## src/rtl/reg_file_dumper_if.sv

```systemverilog
// Output word stream of the register-file dumper: valid/ready handshake plus data.
interface reg_file_dumper_if #(
  parameter int bit_width = 8
);
  logic [bit_width-1:0] out_data;
  logic                 out_valid;
  logic                 out_ready;

  modport master (output out_data, output out_valid, input out_ready);
  modport slave  (input out_data, input out_valid, output out_ready);
endinterface

```

## src/rtl/reg_file_dumper.sv

```systemverilog
// Read-side sequencer for the 8x8 register file: fetches address pairs through
// the two read ports, snapshots them, and streams the words out one at a time.
module reg_file_dumper #(
  parameter int bit_width = 8
) (
  input  logic                 clock,
  input  logic                 reset,
  input  logic                 start,
  input  logic [2:0]           first_addr,
  input  logic [3:0]           count,
  output logic [2:0]           AA,
  output logic [2:0]           BA,
  input  logic [bit_width-1:0] A,
  input  logic [bit_width-1:0] B,
  reg_file_dumper_if.master    stream,
  output logic                 busy,
  output logic                 done
);

  typedef enum logic [2:0] {
    IDLE,
    FETCH,
    SEND_A,
    SEND_B,
    DONE
  } state_t;

  state_t               state, state_n;
  logic [2:0]           ptr;
  logic [3:0]           remaining;
  logic [bit_width-1:0] hold_a, hold_b;
  logic [bit_width-1:0] data_c;
  logic                 valid_c;

  assign AA = ptr;
  assign BA = ptr + 3'd1;
  assign stream.out_data  = data_c;
  assign stream.out_valid = valid_c;

  always_comb begin
    state_n = state;
    valid_c = 1'b0;
    data_c  = '0;
    busy    = (state != IDLE);
    done    = 1'b0;
    case (state)
      IDLE: begin
        if (start) state_n = (count == '0) ? DONE : FETCH;
      end
      FETCH: state_n = SEND_A;
      SEND_A: begin
        valid_c = 1'b1;
        data_c  = hold_a;
        // Odd count ends here: the paired B word is never offered.
        if (stream.out_ready) state_n = (remaining == 4'd1) ? DONE : SEND_B;
      end
      SEND_B: begin
        valid_c = 1'b1;
        data_c  = hold_b;
        if (stream.out_ready) state_n = (remaining == 4'd1) ? DONE : FETCH;
      end
      DONE: begin
        done    = 1'b1;
        state_n = IDLE;
      end
      default: state_n = IDLE;
    endcase
  end

  always_ff @(posedge clock) begin
    if (!reset) begin
      state     <= IDLE;
      ptr       <= '0;
      remaining <= '0;
      hold_a    <= '0;
      hold_b    <= '0;
    end else begin
      state <= state_n;
      case (state)
        IDLE: begin
          if (start && count != '0) begin
            ptr       <= first_addr;
            remaining <= count;
          end
        end
        FETCH: begin
          hold_a <= A;
          hold_b <= B;
        end
        SEND_A: begin
          if (stream.out_ready) remaining <= remaining - 4'd1;
        end
        SEND_B: begin
          if (stream.out_ready) begin
            remaining <= remaining - 4'd1;
            ptr       <= ptr + 3'd2;
          end
        end
        default: ;
      endcase
    end
  end

endmodule

```

## src/flat_wrapper.sv

```systemverilog
// flat-port wrapper written by rule: the top's interface ports become plain ports
module reg_file_dumper_flat 
#(
  parameter int bit_width = 8
)
  (clock, reset, start, first_addr, count, AA, BA, A, B, busy, done, stream_out_data, stream_out_valid, stream_out_ready);
  reg_file_dumper_if #(.bit_width(bit_width)) stream_i ();
  input  logic clock;
  input  logic reset;
  input  logic start;
  input  logic [2:0] first_addr;
  input  logic [3:0] count;
  output logic [2:0] AA;
  output logic [2:0] BA;
  input  logic [bit_width-1:0] A;
  input  logic [bit_width-1:0] B;
  output logic busy;
  output logic done;
  output wire logic [$bits(stream_i.out_data)-1:0] stream_out_data;
  output wire logic [$bits(stream_i.out_valid)-1:0] stream_out_valid;
  input wire logic [$bits(stream_i.out_ready)-1:0] stream_out_ready;
  assign stream_out_data = stream_i.out_data;
  assign stream_out_valid = stream_i.out_valid;
  assign stream_i.out_ready = stream_out_ready;
  reg_file_dumper #(.bit_width(bit_width)) u_core (.clock(clock), .reset(reset), .start(start), .first_addr(first_addr), .count(count), .AA(AA), .BA(BA), .A(A), .B(B), .stream(stream_i), .busy(busy), .done(done));
endmodule
```

## config.mk

```make
export PLATFORM = sky130hd
export DESIGN_NAME = reg_file_dumper_flat
export DESIGN_NICKNAME = d
export VERILOG_FILES = /design/src/rtl/reg_file_dumper_if.sv /design/src/rtl/reg_file_dumper.sv /design/src/flat_wrapper.sv
export SDC_FILE = /design/constraint.sdc
export NUM_CORES = 1
export LEC_CHECK = 0
export BUFFER_PORTS_ARGS = -buffer_cell sky130_fd_sc_hd__buf_2
export CELL_PAD_IN_SITES_DETAIL_PLACEMENT = 1
export CELL_PAD_IN_SITES_GLOBAL_PLACEMENT = 2
export CORE_MARGIN = 10
export CORE_UTILIZATION = 28
export CTS_CLUSTER_SIZE = 12
export DETAILED_ROUTE_END_ITERATION = 12
export GPL_TIMING_DRIVEN = 0
export PLACE_DENSITY_LB_ADDON = 0.05
export SETUP_SLACK_MARGIN = 0.02
export SLEW_MARGIN = 20
export SYNTH_ARGS = -nofsm -noshare
export SYNTH_HDL_FRONTEND = slang
export SYNTH_SLANG_ARGS = --single-unit
```

## constraint.sdc

```tcl
create_clock -name clock -period 1.7 [get_ports clock]
set_input_delay 0.085 -clock clock [delete_from_list [all_inputs] [get_ports clock]]
set_output_delay 0.085 -clock clock [all_outputs]
set_load 0.02 [all_outputs]
```

==> results of run 1 <==
-- placed cells by master, fill, tap and decap left out, types with 2 or more instances in the layout --
cell type / instances
o22ai_1: 2
ha_1: 3
clkbuf_8: 3
dfxtp_1: 25
or3_1: 2
or3_4: 2
nor2_1: 12
mux2i_1: 8
nor3b_1: 2
nand2b_1: 3
clkbuf_1: 3
and2_1: 2
buf_2: 43
buf_4: 3
inv_1: 8
nand2_1: 42
a21oi_1: 23
a211oi_2: 2
o21ai_0: 4
-- worst paths after layout --
| path | depth (start not counted) | start | slack [ns] | endpoint |
|---|---|---|---|---|
| setup / recovery | 5 | u_core.state[2]$_SDFFE_PN0P_ | 0.13 | u_core.remaining[2]$_SDFFE_PN0P_ |
| hold / removal | 3 | A[5] | 0.04 | u_core.hold_a[5]$_SDFFE_PN0N_ |
| setup reg to reg | 5 | u_core.state[2]$_SDFFE_PN0P_ | 0.13 | u_core.remaining[2]$_SDFFE_PN0P_ |
| hold reg to reg | 2 | u_core.hold_b[4]$_SDFFE_PN0N_ | 0.46 | u_core.hold_b[4]$_SDFFE_PN0N_ |
-- final cells by class --
class | instances | area (µm²) | share of cell area
Multi-Input combinational cell | 125 | 792 | 0.447
Inverter | 8 | 30.0 | 0.0169
Sequential cell | 26 | 522 | 0.294
Clock inverter | 1 | 30.0 | 0.0169
Clock buffer | 3 | 41.3 | 0.0233
Tap cell | 67 | 83.8 | 0.0473
Buffer | 10 | 62.6 | 0.0353
Timing Repair Buffer | 42 | 210 | 0.119
-- repair_timing --
action / in CTS / in global routing
setup endpoints to repair: 21 / 20
gates resized for setup: 5 / 12
pin swaps: 0 / 1
cloned: 0 / 0
-- registers in the layout, summed over array words and instances (netlist names) --
register and count:
u_core.remaining 4, u_core.hold_b 8, u_core.hold_a 8, u_core.AA 3, u_core.state 3
-- power by group through the flow --
stage | Sequential (mW) | Clock (mW) | Combinational [mW]
after floorplan | 0.769 | 0 | 0.557
after global placement | 0.770 | 0 | 0.747
after detailed placement | 0.775 | 0 | 0.775
after CTS | 0.761 | 0.539 | 0.784
after global routing | 0.773 | 0.563 | 0.872
final | 0.758 | 0.515 | 0.777
-- stage by stage --
step	setup WS [ns]	cell area (µm²)
6_report	0.128	1770
5_1_grt	0.0232	1770
4_1_cts	0.0306	1760
3_5_place_dp	-0.0404	1680
3_3_place_gp	0.0235	1680
2_1_floorplan	0.165	1390
-- tightest hold or removal path: stages --
cell and delay (ns):
buf_2 0.10, nand2_1 0.04, a21oi_1 0.05
-- cells in the mapped netlist, types with 2 or more instances --
cell / number / area [µm²]
dfxtp_1: 26 / 521
o21ai_0: 4 / 20.0
buf_6: 2 / 22.5
inv_1: 8 / 30.0
nor3b_1: 2 / 15.0
ha_1: 3 / 37.5
mux2i_1: 8 / 80.1
buf_2: 3 / 15.0
and2_1: 2 / 12.5
o22ai_1: 2 / 12.5
nand2b_1: 4 / 25.0
a21oi_1: 23 / 115
clkbuf_1: 8 / 30.0
nand2_1: 42 / 158
nor2_1: 12 / 45.0
or3_1: 3 / 18.8
-- per-layer routing --
layer | GRT usage | vias to the layer above | wire length, µm
li1 | - | 670 | -
met1 | 0.115 | 605 | 1870
met2 | 0.172 | 33 | 1870
met3 | 0.0308 | 2 | 238
met4 | 0.0239 | 0 | 18
met5 | 0 | - | 0
-- cell families after synthesis --
logic type | Yosys count | share of synthesized area
simple gates | 70 | 0.227
compound gates | 43 | 0.236
flops | 26 | 0.375
buf+inv | 21 | 0.0704
mux | 8 | 0.0578
fa+ha+maj | 3 | 0.0271
xor+xnor | 1 | 0.00632
==> impl_metrics.tcl, run 1 <==
set metrics [dict create \
    yosysUniqueCellTypes 36 \
    peakVddDrop_uv 332 \
    grt_pass1_wl_um 6940 \
    io_buffers 42 \
    utilization 0.373 \
    fin_cells 282 \
    p_total_mw 2.05 \
    hp-class "input port to register" \
    placedCellCount 281 \
    rsz0062_at_grt "no" \
    dieArea_um2 8170 \
    drc 0 \
    clockBufferDepth 2 \
    holdBufCountCts 0 \
    status "finished, final reports clean" \
    grt_pass1_vias 1460 \
    power_density_nw_per_um2 1160 \
    synth.avg_cell_area_um2 8.06 \
    max-cap-violations 0 \
    crit_fanout 10 \
    seqPwrFrac 0.370 \
    h-tree-depth 1 \
    grt_overflow_total 0 \
    clock_skew_ns 0.0124 \
    start_util 0.292 \
    syn-cell-area_um2 1390 \
    cts-root-buf "clkbuf_8" \
    worst_ep_arrival_time_ns 1.72 \
    timing.final.crit_share 0.925 \
    first_iter_violations 40 \
    cp.required_ns 1.85 \
    seq_area_frac_synth 0.375 \
    p_int_mw 1.33 \
    tightest_slew_ns 0.516 \
    p_sw_frac 0.352 \
    fp.dieW_um 90.4 \
    synth_edf_count 0 \
    fillCellCount 603 \
    core-area_um2 4750 \
    setup_tns_ns 0 \
    cpMaxStageDelayCell "or3_4" \
    fin_nets 246 \
    routabilityCongestion 0.771 \
    path_clk_slew_ns 0.10 \
    cpPeakStageDelay_ns 0.44 \
    synth_nets 202 \
    critPathKind "register to register" \
    ys.flop_type "dfxtp_1" \
    cts.sinks 26 \
    drive_gt1_frac 0.302 \
    clock_power_share 0.251 \
    hold_viol 0 \
    grt_use_total 0.0989 \
    async_flop_share 0 \
    ys_warn_count 0 \
    power.switching_mw 0.721 \
    wl_per_cell_um 14.2 \
    p_comb_frac 0.379 \
    cts_buffers 3 \
    syn_to_final_growth_pct 27.8 \
    diodes 0 \
    post_cts_buffers 0 \
    fp-row-count 25 \
    crit_buf_inv 1 \
    clk_latency_ns 0.27 \
    antenna_found_initial 0 \
    first_pass_iters 4 \
    fmax_mhz 636 \
    timing.hold.ws_ns 0.0372 \
    crit_family "compound AO/OA/AOI/OAI gates" \
    fp.dieH_um 90.4 \
    io_pins 44 \
    power_leakage_nw 0.737 \
    period_needed_ns 1.57 \
    slew_headroom 0.656 \
    dp_hpwl_um 3230 \
    cp-end-kind "register" \
    synthCells 172 \
    grt_max_degree 16 \
    synth-seq-cells 26 \
    setup_viol_count_final 0 \
    vias 1310 \
    viasPerCell 4.65 \
    antenna_left 0 \
    start_kind "register" \
    slew_violations 0 \
    cts_tree "yes" \
    finalWirelength_um 4000 \
    critical_path.cell_chain "buf_6 -> or3_4 -> o22a_4 -> a21oi_1 -> o32ai_2" \
]
(Power assumes the default switching activity.)
==> run 2, diff against run 1 <==
- REMOVE_ABC_BUFFERS: unset -> 1
- clock period: 1.7 -> 1.45 ns (I/O delays scaled with it)
==> run 2 against run 1 <==
Effect of this change: via count increased by 2.1%; critical endpoint is now u_core.remaining[1]$_SDFFE_PN0P_; non-clock buffer count increased by 1; sequential share of layout area decreased by 0.93 points; clock skew decreased by 0.0097 ns; worst hold slack got worse by 0.0030 ns.
==> impl_metrics.tcl, run 2 (synthesis results as in run 1) <==
set metrics [dict create \
    power_density_nw_per_um2 1310 \
    crit_buf_inv 0 \
    cts_tree "yes" \
    cp.depth 4 \
    routabilityCongestion 0.680 \
    setup_viol_count_final 0 \
    slew_violations 0 \
    mostFrequentLayoutCell "nand2_1" \
    period_needed_ns 1.43 \
    io_buffers 43 \
    setup_tns_ns 0 \
    grt_pass1_wl_um 7160 \
    clockBufferDepth 2 \
    final_cell_mix "42 x nand2_1, 40 x buf_2, 23 x dfxtp_1, 20 x a21oi_1, 12 x nor2_1" \
    rsz0062_at_grt "yes" \
    fp-row-count 25 \
    crit_fanout 8 \
    cp.required_ns 1.57 \
    p_total_mw 2.45 \
    worst_ep_arrival_time_ns 1.56 \
    fmax_mhz 698 \
    start_kind "register" \
    slew_headroom 0.520 \
    cts.sinks 26 \
    clk_latency_ns 0.27 \
    critPathKind "register to register" \
    dp_hpwl_um 3000 \
    cts-root-buf "clkbuf_8" \
    status "finished, final reports clean" \
    reg_top3 "u_core.hold_a x8, u_core.hold_b x8, u_core.remaining x4" \
    fp.dieW_um 90.4 \
    clock_skew_ns 0.00274 \
    h-tree-depth 1 \
    worstHoldStart "A[0]" \
    drive_gt1_frac 0.359 \
    drc 0 \
    r2r_cells 4 \
    vias 1337 \
    grt_overflow_total 0 \
    timing.final.crit_share 0.988 \
    max-cap-violations 0 \
    dieArea_um2 8170 \
    critical_path.cell_chain "or3_4 -> o22a_4 -> a211oi_2 -> a211oi_1" \
    wl_per_cell_um 15.5 \
    cpMaxStageDelayCell "or3_4" \
    first_pass_iters 4 \
    grt_use_total 0.105 \
    regToRegStartpoint "u_core.state[2]$_SDFFE_PN0P_" \
    start_util 0.292 \
    endpoint "u_core.remaining[1]$_SDFFE_PN0P_" \
    cts_buffers 3 \
    peakVddDrop_uv 381 \
    antenna_left 0 \
    grt_max_degree 22 \
    syn_to_final_growth_pct 34.5 \
    io_pins 44 \
    antenna_found_initial 0 \
    fillCellCount 606 \
    core-area_um2 4750 \
    tightest_slew_ns 0.719 \
    first_iter_violations 36 \
    diodes 0 \
    cp-end-kind "register" \
    holdBufCountCts 0 \
    fp.dieH_um 90.4 \
    fin_nets 248 \
    crit_family "compound AO/OA/AOI/OAI gates" \
    hp-class "input port to register" \
    finalWirelength_um 4400 \
    cpPeakStageDelay_ns 0.43 \
    power_leakage_nw 0.774 \
    reg2reg_slack_ns 0.02 \
    viasPerCell 4.71 \
    cp-startpoint "u_core.state[2]$_SDFFE_PN0P_" \
    rr_endpoint "u_core.remaining[1]$_SDFFE_PN0P_" \
    hold_viol 0 \
    grt_pass1_vias 1453 \
    path_clk_slew_ns 0.09 \
]
[run 2: worst min-delay path, delay by kind of cell]
family          cells  cell delay [ns]
simple gates        1             0.04
buf+inv             1             0.10
compound gates      1             0.05
[run 2: per-layer routing]
layer  track usage  part of all wire  vias to the layer above
li1              -                 -                      677
met1         0.126              0.47                      629
met2         0.179              0.48                       29
met3        0.0299             0.046                        2
met4        0.0279            0.0048                        0
met5             0                 0                        -
[run 2: final cells by class]
type                    instances  area [µm²]  area share
multi-input cells             126         830       0.445
flip-flops and latches         26         532       0.285
repair buffers                 53         334       0.179
well taps                      67        83.8      0.0450
clock buffers                   4        55.1      0.0295
inverters                       8        30.0      0.0161
[run 2: how the worst min path moves through the flow]
stage / end / cells after the start
2_1_floorplan: u_core.state[2]$_SDFFE_PN0P_ / 2
3_3_place_gp: u_core.hold_b[0]$_SDFFE_PN0N_ / 3
3_5_place_dp: u_core.hold_a[0]$_SDFFE_PN0N_ / 3
4_1_cts: u_core.hold_b[3]$_SDFFE_PN0N_ / 3
5_1_grt: u_core.hold_a[0]$_SDFFE_PN0N_ / 3
6_report: u_core.hold_a[0]$_SDFFE_PN0N_ / 3
[run 2: power by group]
| group | switching, mW | leakage, nW | internal (mW) |
|---|---|---|---|
| registers | 0.0867 | 0.215 | 0.827 |
| clock network | 0.227 | 0.0288 | 0.243 |
| logic | 0.578 | 0.531 | 0.486 |
| total | 0.892 | 0.774 | 1.56 |
[run 2: what timing repair did]
action	in CTS	in global routing
setup buffers	10	0
resized for setup	14	12
pin swaps	3	7
cloned	0	1
setup endpoints to repair	36	28
[run 2: metrics by stage]
step	hold WS, ns	utilization	setup slack [ns]	area, µm²	std cells
global placement	0.313	0.340	-0.810	1620	269
floorplan	0.189	-	-0.236	1320	159
global route	0.0286	0.392	-0.0326	1860	284
finish	0.0342	0.392	0.0177	1860	284
CTS	0.0300	0.381	0.0320	1810	283
detailed placement	0.324	0.340	-0.898	1620	269
==> run 3, diff against run 2 <==
- CELL_PAD_IN_SITES_DETAIL_PLACEMENT: 1 -> 0
- CELL_PAD_IN_SITES_GLOBAL_PLACEMENT: 2 -> 1
- CORE_UTILIZATION: 28 -> 36
==> run 3 against run 2 <==
Effect of this change: clock skew increased by 0.0013 ns; non-clock buffer count is 1 lower; utilization rose by 8.7 points; worst setup slack improved by 0.017 ns; highest routed layer unchanged.
==> impl_metrics.tcl, run 3 (synthesis results as in run 1) <==
set metrics [dict create \
    status "finished, final reports clean" \
    cts.sinks 26 \
    io_buffers 43 \
    fmax_mhz 707 \
    drive_gt1_frac 0.330 \
    fp.dieH_um 82.1 \
    rsz0062_at_grt "yes" \
    grt_max_degree 22 \
    grt_overflow_total 0 \
    finalWirelength_um 3630 \
    first_iter_violations 68 \
    fp.dieW_um 82.1 \
    cpMaxStageDelayCell "or3_4" \
    holdBufCountCts 0 \
    grt_pass1_wl_um 5940 \
    min_to "u_core.hold_a[0]$_SDFFE_PN0N_" \
    crit_family "compound AO/OA/AOI/OAI gates" \
    cp-end-kind "register" \
    r2r_cells 4 \
    drc 0 \
    clock_skew_ns 0.00404 \
    timing.final.crit_share 0.976 \
    place_ws_ns -0.787 \
    first_pass_iters 4 \
    cp.depth 4 \
    rr_endpoint "u_core.remaining[1]$_SDFFE_PN0P_" \
    regToRegStartpoint "u_core.state[0]$_SDFFE_PN0P_" \
    slew_headroom 0.540 \
    path_clk_slew_ns 0.09 \
    routabilityCongestion 0.804 \
    cp.required_ns 1.57 \
    place_area_um2 1590 \
    finalInstanceArea_um2 1770 \
    wl_per_cell_um 13.8 \
    max-cap-violations 0 \
    fp-row-count 22 \
    peakVddDrop_uv 477 \
    start_util 0.376 \
    slew_violations 0 \
    diodes 0 \
    tightest_slew_ns 0.689 \
    reg_top3 "u_core.hold_a x8, u_core.hold_b x8, u_core.remaining x4" \
    viasPerCell 4.91 \
    grt_pass1_vias 1313 \
    critical_path.cell_chain "or3_4 -> o22a_4 -> a211oi_2 -> a211oi_1" \
    setup_tns_ns 0 \
    grt_use_total 0.111 \
    crit_fanout 8 \
    core-area_um2 3690 \
    period_needed_ns 1.42 \
    critPathKind "register to register" \
    start_kind "register" \
    reg2reg_slack_ns 0.03 \
    whs_path_depth 3 \
    cts_buffers 3 \
    fin_nets 246 \
    clk_latency_ns 0.27 \
    dp_hpwl_um 2620 \
    power_density_nw_per_um2 1290 \
    power_leakage_nw 0.751 \
    hp-class "input port to register" \
    final_cell_mix "43 x buf_2, 42 x nand2_1, 23 x a21oi_1, 22 x dfxtp_1, 12 x nor2_1" \
    vias 1291 \
    setup_ws_ns 0.0348 \
    p_total_mw 2.28 \
    dieArea_um2 6730 \
    io_pins 44 \
    setup_viol_count_final 0 \
    hold_viol 0 \
    antenna_found_initial 0 \
    clockBufferDepth 2 \
    crit_buf_inv 0 \
    h-tree-depth 1 \
    cts_tree "yes" \
    cts-root-buf "clkbuf_8" \
    worstHoldStart "A[0]" \
    utilization 0.479 \
    cpPeakStageDelay_ns 0.43 \
    mostFrequentLayoutCell "buf_2" \
    antenna_left 0 \
    syn_to_final_growth_pct 27.3 \
    worst_ep_arrival_time_ns 1.54 \
]
## run 3: per-layer routing
metal	up-vias	global-route usage	wire length (µm)
li1	667	-	-
met1	588	0.125	1550
met2	34	0.190	1740
met3	2	0.0448	312
met4	0	0.0255	17
met5	-	0	0
## run 3: power breakdown
group          switching [mW]  internal, mW
logic                   0.515         0.392
clock network           0.220         0.242
registers              0.0807         0.828
total                   0.816          1.46
## run 3: worst reg2reg max path, stage by stage, from the launching register on
cell and delay (ns):
dfxtp_4 0.36, or3_4 0.43, o22a_4 0.25, a211oi_2 0.16
a211oi_1 0.07
## run 3: timing repair
item,CTS,global route
resized for setup,10,3
setup buffers,9,0
pin swaps,3,2
endpoints found under the setup margin,36,9
## run 3: worst max-delay path by stage
stage                                           startpoint                          endpoint  slack (ns)
after detailed placement      u_core.state[0]$_SDFFE_PN0P_     u_core.hold_a[3]$_SDFFE_PN0N_       -0.79
after global placement        u_core.state[0]$_SDFFE_PN0P_     u_core.hold_a[3]$_SDFFE_PN0N_       -0.75
after CTS                 u_core.remaining[0]$_SDFFE_PN0P_      u_core.state[0]$_SDFFE_PN0P_        0.02
after floorplan               u_core.state[0]$_SDFFE_PN0P_     u_core.hold_a[0]$_SDFFE_PN0N_       -0.24
final                         u_core.state[0]$_SDFFE_PN0P_  u_core.remaining[1]$_SDFFE_PN0P_        0.03
after global routing          u_core.state[0]$_SDFFE_PN0P_  u_core.remaining[1]$_SDFFE_PN0P_       -0.05
## run 3: cell type report
type                       instances  area (µm²)
fill                             388        1920
clock buffer                       4        55.1
timing repair buffer              52         295
tap                               48        60.1
multi-input combinational        125         792
inverter                           8        30.0
sequential                        26         533
## run 3: stage by stage
| stage | hold slack (ns) | cells |
|---|---|---|
| after floorplan | 0.189 | 159 |
| after global placement | 0.313 | 250 |
| after detailed placement | 0.319 | 250 |
| after CTS | 0.0278 | 263 |
| after global routing | 0.0282 | 263 |
| final | 0.0314 | 263 |
